**src/rtl/input_sampler_pkg.sv**
```systemverilog
// Shared definitions for the intercept capture path (input sampler and output buffer).
package input_sampler_pkg;

  localparam int DATA_W = 32;
  localparam int ADDR_W = 5;

  typedef enum logic {
    IDLE = 1'b0,
    WAIT = 1'b1
  } cap_state_e;

endpackage : input_sampler_pkg

```
**src/rtl/input_sampler_bus_synchronizer.sv**
```systemverilog
// Per-bit multi-flop synchroniser for a bus arriving asynchronously to clk.
module bus_synchronizer #(
  parameter int WIDTH  = 32,
  parameter int STAGES = 2
) (
  input  logic             clk,
  input  logic             reset,
  input  logic [WIDTH-1:0] d_i,
  output logic [WIDTH-1:0] q_o
);

  logic [WIDTH-1:0] stage_q [STAGES];

  generate
    for (genvar gi = 0; gi < STAGES; gi++) begin : g_stage
      if (gi == 0) begin : g_first
        always_ff @(posedge clk or posedge reset) begin
          if (reset) stage_q[gi] <= '0;
          else       stage_q[gi] <= d_i;
        end
      end else begin : g_next
        always_ff @(posedge clk or posedge reset) begin
          if (reset) stage_q[gi] <= '0;
          else       stage_q[gi] <= stage_q[gi-1];
        end
      end
    end
  endgenerate

  assign q_o = stage_q[STAGES-1];

endmodule : bus_synchronizer

```
**src/rtl/input_sampler.sv**
```systemverilog
// Synchronises the intercepted input bus, takes debounced snapshots on request
// and serves single-bit reads of the snapshot or its change mask.
module input_sampler
  import input_sampler_pkg::*;
#(
  parameter int SYNC_STAGES   = 2,
  parameter int STABLE_CYCLES = 4,
  parameter int TIMEOUT       = 64
) (
  input  logic              clk,
  input  logic              reset,
  input  logic [DATA_W-1:0] in_data,
  input  logic              en_capture,
  input  logic [ADDR_W-1:0] addr,
  input  logic              rd_en,
  input  logic              rd_sel,
  output logic [DATA_W-1:0] snap,
  output logic [DATA_W-1:0] changed_mask,
  output logic              rd_val,
  output logic              rd_valid,
  output logic              cap_busy,
  output logic              cap_done,
  output logic              cap_timeout
);

  localparam int CNT_W = $clog2(STABLE_CYCLES + 1);
  localparam int TMO_W = $clog2(TIMEOUT + 1);

  logic [DATA_W-1:0] sync_data;
  logic [DATA_W-1:0] sync_prev_q;

  cap_state_e        state_q, state_d;
  logic [CNT_W-1:0]  cnt_q, cnt_d, cnt_inc;
  logic [TMO_W-1:0]  tmo_q, tmo_d, tmo_inc;
  logic [DATA_W-1:0] snap_q, snap_d;
  logic [DATA_W-1:0] mask_q, mask_d;
  logic              done_q, done_d;
  logic              timeout_q, timeout_d;
  logic              rd_val_q, rd_valid_q;

  bus_synchronizer #(
    .WIDTH  (DATA_W),
    .STAGES (SYNC_STAGES)
  ) u_sync (
    .clk   (clk),
    .reset (reset),
    .d_i   (in_data),
    .q_o   (sync_data)
  );

  always_ff @(posedge clk or posedge reset) begin
    if (reset) sync_prev_q <= '0;
    else       sync_prev_q <= sync_data;
  end

  // Stability count restarts whenever the synchronised bus moves.
  assign cnt_inc = (sync_data == sync_prev_q) ? cnt_q + CNT_W'(1) : '0;
  assign tmo_inc = tmo_q + TMO_W'(1);

  always_comb begin
    state_d   = state_q;
    cnt_d     = cnt_q;
    tmo_d     = tmo_q;
    snap_d    = snap_q;
    mask_d    = mask_q;
    done_d    = 1'b0;
    timeout_d = 1'b0;
    case (state_q)
      IDLE: begin
        if (en_capture) begin
          state_d = WAIT;
          cnt_d   = '0;
          tmo_d   = '0;
        end
      end
      WAIT: begin
        cnt_d = cnt_inc;
        tmo_d = tmo_inc;
        // Commit takes priority over a timeout landing on the same edge.
        if (cnt_inc == CNT_W'(STABLE_CYCLES)) begin
          mask_d  = snap_q ^ sync_data;
          snap_d  = sync_data;
          done_d  = 1'b1;
          state_d = IDLE;
        end else if (tmo_inc == TMO_W'(TIMEOUT)) begin
          timeout_d = 1'b1;
          state_d   = IDLE;
        end
      end
      default: state_d = IDLE;
    endcase
  end

  always_ff @(posedge clk or posedge reset) begin
    if (reset) begin
      state_q   <= IDLE;
      cnt_q     <= '0;
      tmo_q     <= '0;
      snap_q    <= '0;
      mask_q    <= '0;
      done_q    <= 1'b0;
      timeout_q <= 1'b0;
    end else begin
      state_q   <= state_d;
      cnt_q     <= cnt_d;
      tmo_q     <= tmo_d;
      snap_q    <= snap_d;
      mask_q    <= mask_d;
      done_q    <= done_d;
      timeout_q <= timeout_d;
    end
  end

  // Reads see the registers as they were before this edge's commit.
  always_ff @(posedge clk or posedge reset) begin
    if (reset) begin
      rd_val_q   <= 1'b0;
      rd_valid_q <= 1'b0;
    end else begin
      rd_valid_q <= rd_en;
      if (rd_en) rd_val_q <= rd_sel ? mask_q[addr] : snap_q[addr];
    end
  end

  assign snap         = snap_q;
  assign changed_mask = mask_q;
  assign rd_val       = rd_val_q;
  assign rd_valid     = rd_valid_q;
  assign cap_busy     = (state_q == WAIT);
  assign cap_done     = done_q;
  assign cap_timeout  = timeout_q;

endmodule : input_sampler

```
**config.mk**
```make
export PLATFORM = sky130hd
export DESIGN_NAME = input_sampler
export DESIGN_NICKNAME = d
export VERILOG_FILES = /design/src/rtl/input_sampler_pkg.sv /design/src/rtl/input_sampler_bus_synchronizer.sv /design/src/rtl/input_sampler.sv
export SDC_FILE = /design/constraint.sdc
export NUM_CORES = 1
export LEC_CHECK = 0
export ABC_AREA = 1
export BUFFER_PORTS_ARGS = -buffer_cell sky130_fd_sc_hd__clkbuf_2
export CORE_AREA = 2 2 118 120
export CTS_CLUSTER_DIAMETER = 40
export DETAILED_ROUTE_END_ITERATION = 8
export DIE_AREA = 0 0 120 122
export GPL_ROUTABILITY_DRIVEN = 0
export GPL_TIMING_DRIVEN = 0
export PLACE_DENSITY = 0.79
export SKIP_LAST_GASP = 1
export SLEW_MARGIN = 5
export SYNTH_ARGS = -nofsm -noshare
export SYNTH_HDL_FRONTEND = slang
export SYNTH_HIERARCHICAL = 1
export SYNTH_SLANG_ARGS = --single-unit
```
**constraint.sdc**
```tcl
create_clock -name clk -period 3.8 [get_ports clk]
set_input_delay 0 -clock clk [delete_from_list [all_inputs] [get_ports clk]]
set_output_delay 0 -clock clk [all_outputs]
set_load 0.005 [all_outputs]
```
---- After elaboration in Yosys (flattened, before gate mapping) ----
Index checks and enable logic that the tools add are counted.
storage, ports and cells
  memory bits (read-only) ................. 0
  output and inout port bits .............. 69
  flip-flop bits (word level) ............. 175
  logic and storage cells ................. 41
  memories kept ........................... 0
  bits in writable memories ............... 0
  bits in latches ......................... 0
  bits of input ports ..................... 42
operators by class
  add/subtract/negate cells ............... 2
  shift-type cells ........................ 0
  order comparisons ....................... 1
  reduce and logical (&&, ||, !) cells .... 1
  div/mod/pow operators ................... 0
  bitwise gates (word level) .............. 2
  equality and inequality tests ........... 4
  multiply operators ...................... 0
  mux-type cells .......................... 19
operators by type and width
  operator             count
  $eq 32x32->1         1
  $xor 32x32->32       1
  $pmux 7 s2           1
  $mux 1               11
  $bmux 1 s5           2
  $add 7x1->7 const B  1
  $eq 7x7->1 const B   1
  $mux 7               1
  $lt 5x6->1 const B   1
  $mux 3               2
  $pmux 3 s2           1
  $add 3x1->3 const B  1
  $eq 3x3->1 const B   1
  $ne 2x2->1 const B   1
  $pmux 1 s2           1
  $reduce_and 2->1     1
  $not 1->1            1

---- Longest topological paths before layout ----
Gate-level depths: netlist of the first run.
  word-level depth ........................ 5
  depth in mapped cells ................... 15
  depth with buffers taken out ............ 12

---- Modules after synthesis ----
The synthesis of the first run kept the hierarchy.
modules (own cells, without submodules)
  module            instances  area an instance (sq um)  cells an instance  sequential area each (sq um)
  input_sampler     1          5644.2                    735                2777.7
  bus_synchronizer  1          1845.5                    97                 1601.5

---- Least setup slack after synthesis of the first run ----
OpenSTA, ideal clock, no wires.
  path kind ............................... reg2reg
  from .................................... register u_sync.stage_q, in the netlist u_sync/q_o[4]
  to ...................................... register snap_q[1], in the netlist snap[1]
  stages on the path, launching flop included .. 14
  buffers on the path ..................... 3
  setup time .............................. 0.117 ns
  data required time ...................... 3.683 ns
  setup slack ............................. 1.993 ns
  clock period less this slack ............ 1.807 ns
  data arrival time ....................... 1.690 ns
  cells stage by stage .................... dfrtp_1 > buf_4 > xnor2_1 > nand2_1 > nor2_1 > nand2_1 > nor2_2 > nand3_1 > nor2_2 > nand2_2 > buf_6 > buf_6 > nand2_1 > nand2_1
between the ends
  longest elaborated chain between the ends .. 4
RTL lines
  what                               line                                  source
  start, declared                    input_sampler_bus_synchronizer.sv:12  logic [WIDTH-1:0] stage_q [STAGES];
  start signal, assigned by index    input_sampler_bus_synchronizer.sv:24  else stage_q[gi] <= stage_q[gi-1];
  $eq 32x32->1                       input_sampler.sv:57                   assign cnt_inc = (sync_data == sync_prev_q) ? cnt_q + CNT_W'(1) : '0;
  $mux 3                             input_sampler.sv:57
  $eq 3x3->1                         input_sampler.sv:80                   if (cnt_inc == CNT_W'(STABLE_CYCLES)) begin
  $reduce_and 2->1 (no source line)  --
  end signal, assigned               input_sampler.sv:107                  snap_q <= snap_d;
  end, declared                      input_sampler.sv:35                   logic [DATA_W-1:0] snap_q, snap_d;
Every way passes these cells.
A chain may end at the register's enable or synchronous reset.

---- Worst setup path in the final report of the first run ----
  from .................................... input port addr[1]
  to ...................................... register rd_val_q, in the netlist rd_val
between the ends
  longest elaborated chain between the ends .. 3
  elaborated cells between the ends (all ways) .. 5
  those cells by class .................... mux: 5
RTL lines
  what                          line                  source
  start, declared               input_sampler.sv:14   input logic [ADDR_W-1:0] addr,
  $bmux 1 s5                    input_sampler.sv:121  if (rd_en) rd_val_q <= rd_sel ? mask_q[addr] : snap_q[addr];
  $mux 1 (not written as such)  input_sampler.sv:121
  $mux 1 *                      input_sampler.sv:121
  end signal, assigned          input_sampler.sv:121
  end, declared                 input_sampler.sv:39   logic rd_val_q, rd_valid_q;
Every way passes the cells marked *; elsewhere a longest branch is shown, timed or not. The select of a mux whose other input is x is not followed.

==> results.md, run 1 <==
* Status: completed
* Final core area utilization at 0.687
* RSZ-0062 raised after global routing: no
* Mapped Area at 0.00749 mm2
* Mapped Cells at 832
* Clock buffer depth at 2
* Critical path depth in cells at 14
* Final Slew Violations at 0
* I/O Buffers at 107
* Floorplan die height at 122 um
* Seq/Total Area, Yosys at 0.585
* Vias in the first global route at 5916
* Data required, critical path at 4.13 ns
* GRT Total Usage at 0.266
* Pwr/cell area at 453 mW/mm2
* TritonCTS clock tree: done
* Number of DRC violations after detailed-routing iteration 0 at 567
* Fin worst setup slack at 1.32 ns
* Number of antenna violations at the first check in global routing at 0
* DRC violation count after routing at 0
* Max-capacitance violation count at 0
* Number of distinct library cells after synthesis at 24
* Mean routed wirelength per cell at 15.3 um
* Depth of the CTS H-tree at 4
* Site row count at 43
* Number of filler cells placed in the layout at 1053
* Share of the clock period used by the worst path after layout at 0.654
* End of the worst register-to-register path: changed_mask[13]
* Post-Place Setup Slack at 1.42 ns
* Hold Worst Slack at 0.0943 ns
* Final setup violation count at 0
* Number of buffer and inverter stages on the critical path at 5
* Sink Count at 175
* Peak ir drop on the vdd network at 373 uV
* Syn Area/Cell at 9.00 um2
* Detailed-route vias per instance at 5.16
* Clock slew at reported path FFs at 0.07 ns
* Total clock buffers created by CTS at 17
* Crit. Startpoint: addr[1]
* Most frequent cells in the layout: 313 x sky130_fd_sc_hd__nand2_1, 175 x sky130_fd_sc_hd__dfrtp_1, 120 x sky130_fd_sc_hd__nand3_1, 107 x sky130_fd_sc_hd__clkbuf_2, 56 x sky130_fd_sc_hd__inv_1
* Clock tree skew after final layout at 0.00932 ns
* Post-synthesis sequential element count at 175
* DRT antenna net count at 0
* Logic depth of the worst register-to-register path at 12
* Area after DPL at 0.00830 mm2
* Max stage delay cell, worst path: sky130_fd_sc_hd__dlygate4sd3_1
* Diodes inserted at 0
* Detailed-route wire length at 18300 um
* Maximum fanout count along the critical path at 10
* Maximum achievable frequency at 0.403 GHz
* Detailed placer's ending HPWL at 13000 um
* Worst slew pin tran at 0.664 ns
* Most prevalent standard cell on the critical path: sky130_fd_sc_hd__nand2_1
* CP arrival at 2.82 ns
* Min-Delay Path Class: primary input to asynchronous set/reset pin
* Later-pin clock latency in the skew report at 0.43 ns
* Layout overhead on the synthesized area at 23.9%
* Overall die width at 120 um
* Final std cells w/o fill at 1191
* Largest incremental delay on the critical path at 0.54 ns
* Clock tree root buffer cell: sky130_fd_sc_hd__clkbuf_16
* Start of the worst register-to-register path: u_sync/q_o[18]
* Crit path launch type: primary input
* Power, Total at 4.21 mW
* Critical path endpoint: rd_val
* Post-Layout Inst Area at 0.00928 mm2
* Most common cell after layout, fill and taps aside: sky130_fd_sc_hd__nand2_1
* Element type at the critical path end: register
* Post-CTS resize count at 0
* Die footprint at 0.0146 mm2
* Count of endpoints failing hold in the final timing report at 0
* Area of the placeable core at 0.0135 mm2
* Warnings from Yosys at 6
* Min Clock Period, post-route at 2.48 ns
* Worst path top cell family by delay: buffers and inverters
* Maximum number of pins on one net before global-route repair at 87
* List of cells traversed by the critical path: clkbuf_1, inv_1, clkbuf_1, nand3_1, nand3_1, nand3_1, nand2_1, nand2_1, nand3_1, dlygate4sd3_1, nand2_1, dlygate4sd3_1, nand2_1, nand2_1
* Fraction of layout instances using a drive strength above 1 at 0.188
* Net count after synthesis at 876
* Post-Place Cells at 1121
* First-pass GRT wire length at 29500 um
* 1st-pass router iterations at 5
* Total vias in the final route at 6141
* Initial cell density of the core at 0.555
* Boundary Pins at 111
* Worst relative slew slack at 0.557
* Crit path kind: primary input to register
* Final nets at 1042
* Worst-case register-to-register setup slack at 1.35 ns
* Leakage Power at 5.01 nW
* Fin Setup TNS at 0 ns
* Remaining global-route overflow at 0
cell usage after synthesis, drive strengths merged:
cell | count | area [um2]
nand3 | 120 | 601
xnor2 | 12 | 105
o211ai | 1 | 7.51
buf | 45 | 337
nand4 | 10 | 62.6
inv | 58 | 218
nor3 | 1 | 5.00
or2 | 1 | 6.26
dfrtp | 175 | 4380
ha | 2 | 25.0
o31ai | 1 | 7.51
o22ai | 1 | 6.26
nor2 | 27 | 106
a22o | 1 | 8.76
xor2 | 37 | 324
nand3b | 1 | 7.51
o21ai | 7 | 35.0
clkbuf | 18 | 67.6
nand2 | 314 | 1180
sequential cells by signal, summed over array words and instances (netlist names):
signal	cells
snap	32
cap_done	1
changed_mask	32
u_sync/stage_q	32
cap_timeout	1
u_sync/q_o	32
sync_prev_q	32
cnt_q	3
cap_busy	1
rd_valid	1
rd_val	1
tmo_q	7
worst reg2reg max path, cell delays in order (launching register included):
cell,delay [ns]
sky130_fd_sc_hd__dfrtp_1,0.36
sky130_fd_sc_hd__buf_4,0.15
sky130_fd_sc_hd__xnor2_1,0.24
sky130_fd_sc_hd__nand2_1,0.12
sky130_fd_sc_hd__nor2_1,0.10
sky130_fd_sc_hd__nand2_1,0.05
sky130_fd_sc_hd__nor2_1,0.26
sky130_fd_sc_hd__nand3_1,0.20
sky130_fd_sc_hd__nor2_2,0.29
sky130_fd_sc_hd__nand2_2,0.13
sky130_fd_sc_hd__clkbuf_1,0.28
sky130_fd_sc_hd__nand2_1,0.13
sky130_fd_sc_hd__nand2_1,0.05
final cells by class:
type	instances	area [um2]	area share
Clock buffer	18	439	0.0473
Sequential cell	175	4380	0.472
Timing Repair Buffer	147	963	0.104
Tap cell	180	225	0.0243
Multi-Input combinational cell	536	2490	0.268
Clock inverter	14	156	0.0169
Buffer	63	404	0.0436
Inverter	58	223	0.0240
worst min-delay path by stage:
stage | startpoint | to | slack [ns] | cells after the start
2_1_floorplan | rd_en | rd_valid | 0.03 | 0
3_3_place_gp | in_data[21] | u_sync/stage_q[53] | 0.11 | 1
3_5_place_dp | reset | sync_prev_q[30] | -0.01 | 2
4_1_cts | reset | sync_prev_q[27] | 0.09 | 3
5_1_grt | reset | sync_prev_q[30] | 0.11 | 3
6_report | reset | sync_prev_q[30] | 0.09 | 3
logic make-up after synthesis:
family	after synthesis	share of synthesized area
simple gates	474	0.263
flops	175	0.585
buf+inv	121	0.0830
xor+xnor	49	0.0573
compound gates	11	0.00869
fa+ha+maj	2	0.00334
layer usage:
layer,global-route usage,up-vias,share of wire
met5,0,-,0
met4,0.119,0,0.027
met3,0.0576,42,0.084
met2,0.447,290,0.50
met1,0.334,2905,0.39
li1,-,2904,-
timing repair:
item | CTS | global route
setup buffers | 0 | 0
setup endpoints to repair | 0 | 0
hold buffers | 38 | 0
endpoints found under the hold margin | 183 | 0
where the power goes:
group | total, mW | internal [mW] | switching (mW)
clock | 1.75 | 0.998 | 0.752
combinational | 0.449 | 0.172 | 0.277
sequential | 2.01 | 1.96 | 0.0504
total | 4.21 | 3.13 | 1.08
Note: power is estimated with default switching activity, not from simulation.
==> inputs of run 2 (changes only) <==
ABC_AREA = 0   (was 1)
CORE_AREA = 2 2 116 118   (was 2 2 118 120)
DIE_AREA = 0 0 118 120   (was 0 0 120 122)
PLACE_DENSITY = 0.78   (was 0.79)
clock period = 2.34 ns   (was 3.8 ns; I/O delays follow)
==> run 2 against run 1 <==
Largest cell class unchanged. Synthesized area fell by 4.6%. Global-route usage fell by 4.4 points. Power rose by 61%. Sequential power rose by 63%.
==> results.md, run 2 <==
* Mapped Cells at 466
* Sink Count at 175
* Number of synthesized flops with an enable pin at 0
* Syn Area/Cell at 15.3 um2
* GRT Total Usage at 0.223
* Most instantiated cells after synthesis: 175 x sky130_fd_sc_hd__dfrtp_1, 49 x sky130_fd_sc_hd__mux2_4, 35 x sky130_fd_sc_hd__buf_4, 35 x sky130_fd_sc_hd__xor2_1, 32 x sky130_fd_sc_hd__xnor2_1
* Clock tree root buffer cell: sky130_fd_sc_hd__clkbuf_16
* List of cells traversed by the critical path: buf_4, xnor2_2, nand4_1, nor4_4, nand4_1, buf_6, buf_6, mux2_4
* Hold Worst Slack at 0.0640 ns
* Number of buffer and inverter stages on the critical path at 3
* Final nets at 679
* Remaining global-route overflow at 0
* Boundary Pins at 111
* Count of endpoints failing hold in the final timing report at 0
* Min-Delay Path Class: primary input to register
* Number of distinct library cells after synthesis at 35
* Crit path kind: register to register
* RSZ-0062 raised after global routing: yes
* DRT antenna net count at 0
* Detailed-route vias per instance at 5.14
* Seq/Total Area, Yosys at 0.613
* Total clock buffers created by CTS at 17
* Maximum achievable frequency at 0.431 GHz
* Detailed placer's ending HPWL at 10700 um
* Flip-flop cell with the highest count after synthesis: sky130_fd_sc_hd__dfrtp_1
* Worst relative slew slack at 0.537
* First-pass GRT wire length at 23600 um
* Sequential standard cell area at 0.00438 mm2
* Maximum fanout count along the critical path at 10
* Data required, critical path at 2.65 ns
* Clock slew at reported path FFs at 0.07 ns
* DRC violation count after routing at 0
* Maximum number of pins on one net before global-route repair at 37
* Peak ir drop on the vdd network at 491 uV
* Detailed-route wire length at 14900 um
* Status: completed
* Worst path top cell family by delay: simple AND/OR/NAND/NOR gates
* Crit path launch type: register
* Max stage delay cell, worst path: sky130_fd_sc_hd__nor4_4
* Power, Total at 6.76 mW
* Die footprint at 0.0142 mm2
* Number of DRC violations after detailed-routing iteration 0 at 185
* Share of the clock period used by the worst path after layout at 0.993
* Overall die width at 118 um
* Mean routed wirelength per cell at 18.1 um
* Area taken by multi-input logic gates at 0.00242 mm2
* Fin Setup TNS at 0 ns
* Floorplan die height at 120 um
* Most common cell after layout, fill and taps aside: sky130_fd_sc_hd__dfrtp_1
* Layout overhead on the synthesized area at 26.4%
* Pwr/cell area at 749 mW/mm2
* TritonCTS clock tree: done
* Cell with the most instances after synthesis: sky130_fd_sc_hd__dfrtp_1
* Initial cell density of the core at 0.550
* I/O Buffers at 108
* Depth of the CTS H-tree at 4
* Leakage Power at 4.65 nW
* Final core area utilization at 0.695
* Net count after synthesis at 510
* Min Clock Period, post-route at 2.32 ns
* Number of filler cells placed in the layout at 884
* Total vias in the final route at 4235
* Worst slew pin tran at 0.694 ns
* Largest incremental delay on the critical path at 0.42 ns
* Diodes inserted at 0
* Final setup violation count at 0
* Most frequent cells in the layout: 175 x sky130_fd_sc_hd__dfrtp_1, 109 x sky130_fd_sc_hd__clkbuf_2, 49 x sky130_fd_sc_hd__mux2_4, 36 x sky130_fd_sc_hd__buf_4, 36 x sky130_fd_sc_hd__dlygate4sd3_1
* Max-capacitance violation count at 0
* Vias in the first global route at 4339
* Clock tree skew after final layout at 0.0101 ns
* CP arrival at 2.63 ns
* Post-synthesis sequential element count at 175
* Largest cells by area after synthesis: sky130_fd_sc_hd__dfrtp_1 61%, sky130_fd_sc_hd__mux2_4 10%, sky130_fd_sc_hd__xor2_1 4.3%
* Number of antenna violations at the first check in global routing at 0
* Area of the placeable core at 0.0130 mm2
* Later-pin clock latency in the skew report at 0.43 ns
* Clock buffer depth at 2
* 1st-pass router iterations at 4
* Fraction of layout instances using a drive strength above 1 at 0.417
* Cell accounting for the most synthesized area: sky130_fd_sc_hd__dfrtp_1
* Element type at the critical path end: register
* Warnings from Yosys at 6
* Mapped Area at 0.00714 mm2
* Fraction of synthesized cell area taken by the top area cell type at 0.613
* Site row count at 42
* Share of flip-flops with an asynchronous set or reset at 1.00
* Final Slew Violations at 0
## run 2: cell count changes in the layout (fill, tap and decap cells not counted), sizes merged, moves of 5 or more
cell	change
xnor2	+20
clkbuf	-14
nor2	-22
mux2	+65
mux2i	+22
inv	-50
a21oi	+5
mux4	+9
nand2	-304
nand3	-110
## run 2: cells by family after synthesis
group                    count (synthesis)  share of synthesized area
flip-flops                             175                      0.613
multiplexers                            96                      0.187
XOR/XNOR                                67                     0.0822
buffers and inverters                   53                     0.0520
AND/OR/NAND/NOR                         49                     0.0378
AO/OA/AOI/OAI                           24                     0.0240
adder cells (fa/ha/maj)                  2                    0.00350
## run 2: final timing paths
check	endpoint	start	depth (start not counted)	slack, ns
worst max-delay path	snap[18]	u_sync/q_o[5]	8	0.02
worst min-delay path	rd_val	rd_sel	3	0.06
worst max register to register	snap[18]	u_sync/q_o[5]	8	0.02
worst min register to register	u_sync/q_o[23]	u_sync/stage_q[55]	0	0.35
max in group asynchronous	sync_prev_q[31]	reset	5	1.35
min in group asynchronous	changed_mask[18]	reset	3	0.19
## run 2: area by class of cell
class / instances / area share
multi-input combinational: 238 / 0.269
inverter: 6 / 0.00291
clock buffer: 17 / 0.0471
timing repair buffer: 150 / 0.111
tap: 176 / 0.0244
buffer: 47 / 0.0392
sequential: 175 / 0.485
clock inverter: 15 / 0.0215
## run 2: power breakdown
group / total (mW) / leakage (nW) / internal, mW / switching [mW]
clock: 2.91 / 0.305 / 1.63 / 1.28
combinational: 0.565 / 2.14 / 0.282 / 0.283
sequential: 3.28 / 2.20 / 3.17 / 0.112
## run 2: repair_timing
action                                 in CTS  in global routing
setup endpoints to repair                  55                 59
buffers inserted                            0                  2
gates cloned                                0                  0
resized for setup                           1                  6
endpoints found under the hold margin      88                  0
hold buffers                               36                  0
pin swaps                                   0                  3
## run 2: per-layer routing
metal / vias to the layer above / global-route usage / wire length [um] / share of wire
li1: 1926 / - / - / -
met1: 2167 / 0.292 / 6250 / 0.42
met2: 115 / 0.356 / 7500 / 0.50
met3: 27 / 0.0561 / 800 / 0.054
met4: 0 / 0.0949 / 333 / 0.022
met5: - / 0 / 0 / 0
## run 2: tightest hold or removal path: stages
cell	delay, ns
sky130_fd_sc_hd__clkbuf_2	0.15
sky130_fd_sc_hd__mux4_2	0.22
sky130_fd_sc_hd__a31oi_1	0.08
## run 2: metrics by stage
stage | setup slack (ns) | std cells | instance area (um2)
2_1_floorplan | 0.382 | 466 | 7150
3_3_place_gp | 0.00647 | 750 | 7910
3_5_place_dp | -0.0265 | 754 | 8000
4_1_cts | 0.00917 | 822 | 8980
5_1_grt | -0.0888 | 824 | 9030
6_report | 0.0174 | 824 | 9030
==> inputs of run 3 (changes only) <==
GPL_ROUTABILITY_DRIVEN = default   (was 0)
PLACE_DENSITY = default   (was 0.78)
PLACE_DENSITY_LB_ADDON = 0.08   (was default)
==> run 3 against run 2 <==
Cell count grew 0.12%. Sequential share of layout area grew 0.12 points. Non-clock buffer count grew 1. Global-route usage grew 0.18 points. Via count shrank 3.2%. Register-to-register slack gained 0.09 ns. Sequential cell count is the same. Clock skew shrank 0.0022 ns. Worst setup slack gained 0.086 ns. Routed wire length shrank 1.8%. Clock power shrank 3%. Critical path type unchanged. Largest cell class unchanged.
==> results.md, run 3 (synthesized netlist as in run 2, its figures left out) <==
* Status: completed
* Final Slew Violations at 0
* P_int at 5.07 mW
* Layout overhead on the synthesized area at 26.1%
* Element type at the critical path end: register
* Post-Place Setup Slack at -0.0253 ns
* I/O Buffers at 108
* DRT antenna net count at 0
* Mean routed wirelength per cell at 17.7 um
* Worst slew pin tran at 0.582 ns
* Number of filler cells placed in the layout at 928
* Sequential standard cell area at 0.00438 mm2
* Peak ir drop on the vdd network at 804 uV
* Clock share of power at 0.424
* Site row count at 42
* Detailed placer's ending HPWL at 10400 um
* Most common cell after layout, fill and taps aside: sky130_fd_sc_hd__dfrtp_1
* Vias in the first global route at 4428
* Detailed-route vias per instance at 4.97
* Post-Place Cells at 754
* 1st-pass router iterations at 5
* Clock slew at reported path FFs at 0.07 ns
* Crit path kind: register to register
* Crit path launch type: register
* Final setup violation count at 0
* Die footprint at 0.0142 mm2
* Total clock buffers created by CTS at 17
* Switching power as a share of total power at 0.238
* Leakage Power at 4.63 nW
* Register share of total power at 0.493
* Maximum achievable frequency at 0.447 GHz
* RSZ-0062 raised after global routing: yes
* First-pass GRT wire length at 23700 um
* TritonCTS clock tree: done
* Share of the clock period used by the worst path after layout at 0.956
* Depth of the CTS H-tree at 4
* Pwr/cell area at 738 mW/mm2
* Hold Worst Slack at 0.0681 ns
* Count of endpoints failing hold in the final timing report at 0
* CP arrival at 2.55 ns
* Overall die width at 118 um
* Fin Setup TNS at 0 ns
* Routability-driven placement congestion ratio at 0.822
* Number of DRC violations after detailed-routing iteration 0 at 210
* Final std cells w/o fill at 825
* Min-Delay Path Class: primary input to asynchronous set/reset pin
* GRT Total Usage at 0.224
* Fin worst setup slack at 0.103 ns
* Fraction of layout instances using a drive strength above 1 at 0.418
* Min Clock Period, post-route at 2.24 ns
* Clock tree root buffer cell: sky130_fd_sc_hd__clkbuf_16
* Maximum fanout count along the critical path at 10
* Most frequent cells in the layout: 175 x sky130_fd_sc_hd__dfrtp_1, 109 x sky130_fd_sc_hd__clkbuf_2, 49 x sky130_fd_sc_hd__mux2_4, 37 x sky130_fd_sc_hd__buf_4, 36 x sky130_fd_sc_hd__dlygate4sd3_1
* Area taken by multi-input logic gates at 0.00242 mm2
* Later-pin clock latency in the skew report at 0.43 ns
* DRC violation count after routing at 0
* Area of the placeable core at 0.0130 mm2
* Clock buffer depth at 2
* Max-capacitance violation count at 0
* Worst relative slew slack at 0.612
* Clock tree skew after final layout at 0.00787 ns
* Final core area utilization at 0.694
* Floorplan die height at 120 um
* Detailed-route wire length at 14600 um
* Data required, critical path at 2.65 ns
* Maximum number of pins on one net before global-route repair at 43
* Share of total power in combinational logic at 0.083
* Boundary Pins at 111
* Number of antenna violations at the first check in global routing at 0
* Final nets at 680
* Diodes inserted at 0
* Remaining global-route overflow at 0
* Initial cell density of the core at 0.550
* Total vias in the final route at 4101
* Switching power at 1.58 mW
* Sink Count at 175
## run 3: cell types whose count changed in the layout (fill, tap and decap cells not counted), sizes merged
cell | previous run | this run
buf | 49 | 50
clkbuf | 129 | 130
clkinv | 5 | 4
clkinvlp | 1 | 4
inv | 13 | 10
## run 3: per-stage QoR
stage,area (um2),power [mW]
CTS,8960,6.71
finish,9000,6.65
floorplan,7150,3.68
global placement,7910,3.80
global route,9000,6.92
detailed placement,7990,3.84
## run 3: path summary, 6_finish.rpt
| kind | end | depth (start not counted) | slack (ns) | start |
|---|---|---|---|---|
| max | snap[17] | 8 | 0.10 | u_sync/q_o[11] |
| min | sync_prev_q[18] | 3 | 0.07 | reset |
| max reg2reg | snap[17] | 8 | 0.10 | u_sync/q_o[11] |
| min reg2reg | u_sync/q_o[2] | 0 | 0.35 | u_sync/stage_q[34] |
| max in group asynchronous | u_sync/q_o[12] | 4 | 1.55 | reset |
| min in group clk | rd_val | 5 | 0.11 | rd_sel |
## run 3: area by class of cell
class / instances / share of cell area
clock inverter: 14 / 0.0171
sequential: 175 / 0.486
inverter: 6 / 0.00292
multi-input combinational: 238 / 0.269
timing repair buffer: 151 / 0.111
clock buffer: 18 / 0.0488
buffer: 47 / 0.0397
tap: 176 / 0.0245
## run 3: power groups by stage
stage | sequential (mW) | combinational (mW) | clock [mW]
global placement | 3.33 | 0.473 | 0
global route | 3.30 | 0.624 | 3.00
floorplan | 3.31 | 0.369 | 0
detailed placement | 3.33 | 0.510 | 0
CTS | 3.28 | 0.562 | 2.87
finish | 3.28 | 0.553 | 2.81
## run 3: critical path: stages, from the launching register on
cell	delay [ns]
sky130_fd_sc_hd__dfrtp_1	0.37
sky130_fd_sc_hd__buf_4	0.15
sky130_fd_sc_hd__xnor2_1	0.16
sky130_fd_sc_hd__nand4_1	0.21
sky130_fd_sc_hd__nor4_4	0.37
sky130_fd_sc_hd__nand4_1	0.18
sky130_fd_sc_hd__buf_6	0.18
sky130_fd_sc_hd__buf_6	0.17
sky130_fd_sc_hd__mux2_4	0.30
## run 3: what timing repair did
item / CTS / global route
gates resized for setup: 2 / 6
endpoints found under the setup margin: 59 / 59
hold buffers: 36 / 0
hold endpoints to repair: 141 / 0
buffers inserted: 0 / 3
pin swaps: 0 / 6
## run 3: metal layers
metal | part of all wire | GRT usage | wire (um) | up-vias
met2 | 0.51 | 0.368 | 7440 | 89
li1 | - | - | - | 1928
met3 | 0.038 | 0.0561 | 554 | 23
met4 | 0.019 | 0.0896 | 277 | 0
met1 | 0.43 | 0.288 | 6340 | 2061
met5 | 0 | 0 | 0 | -
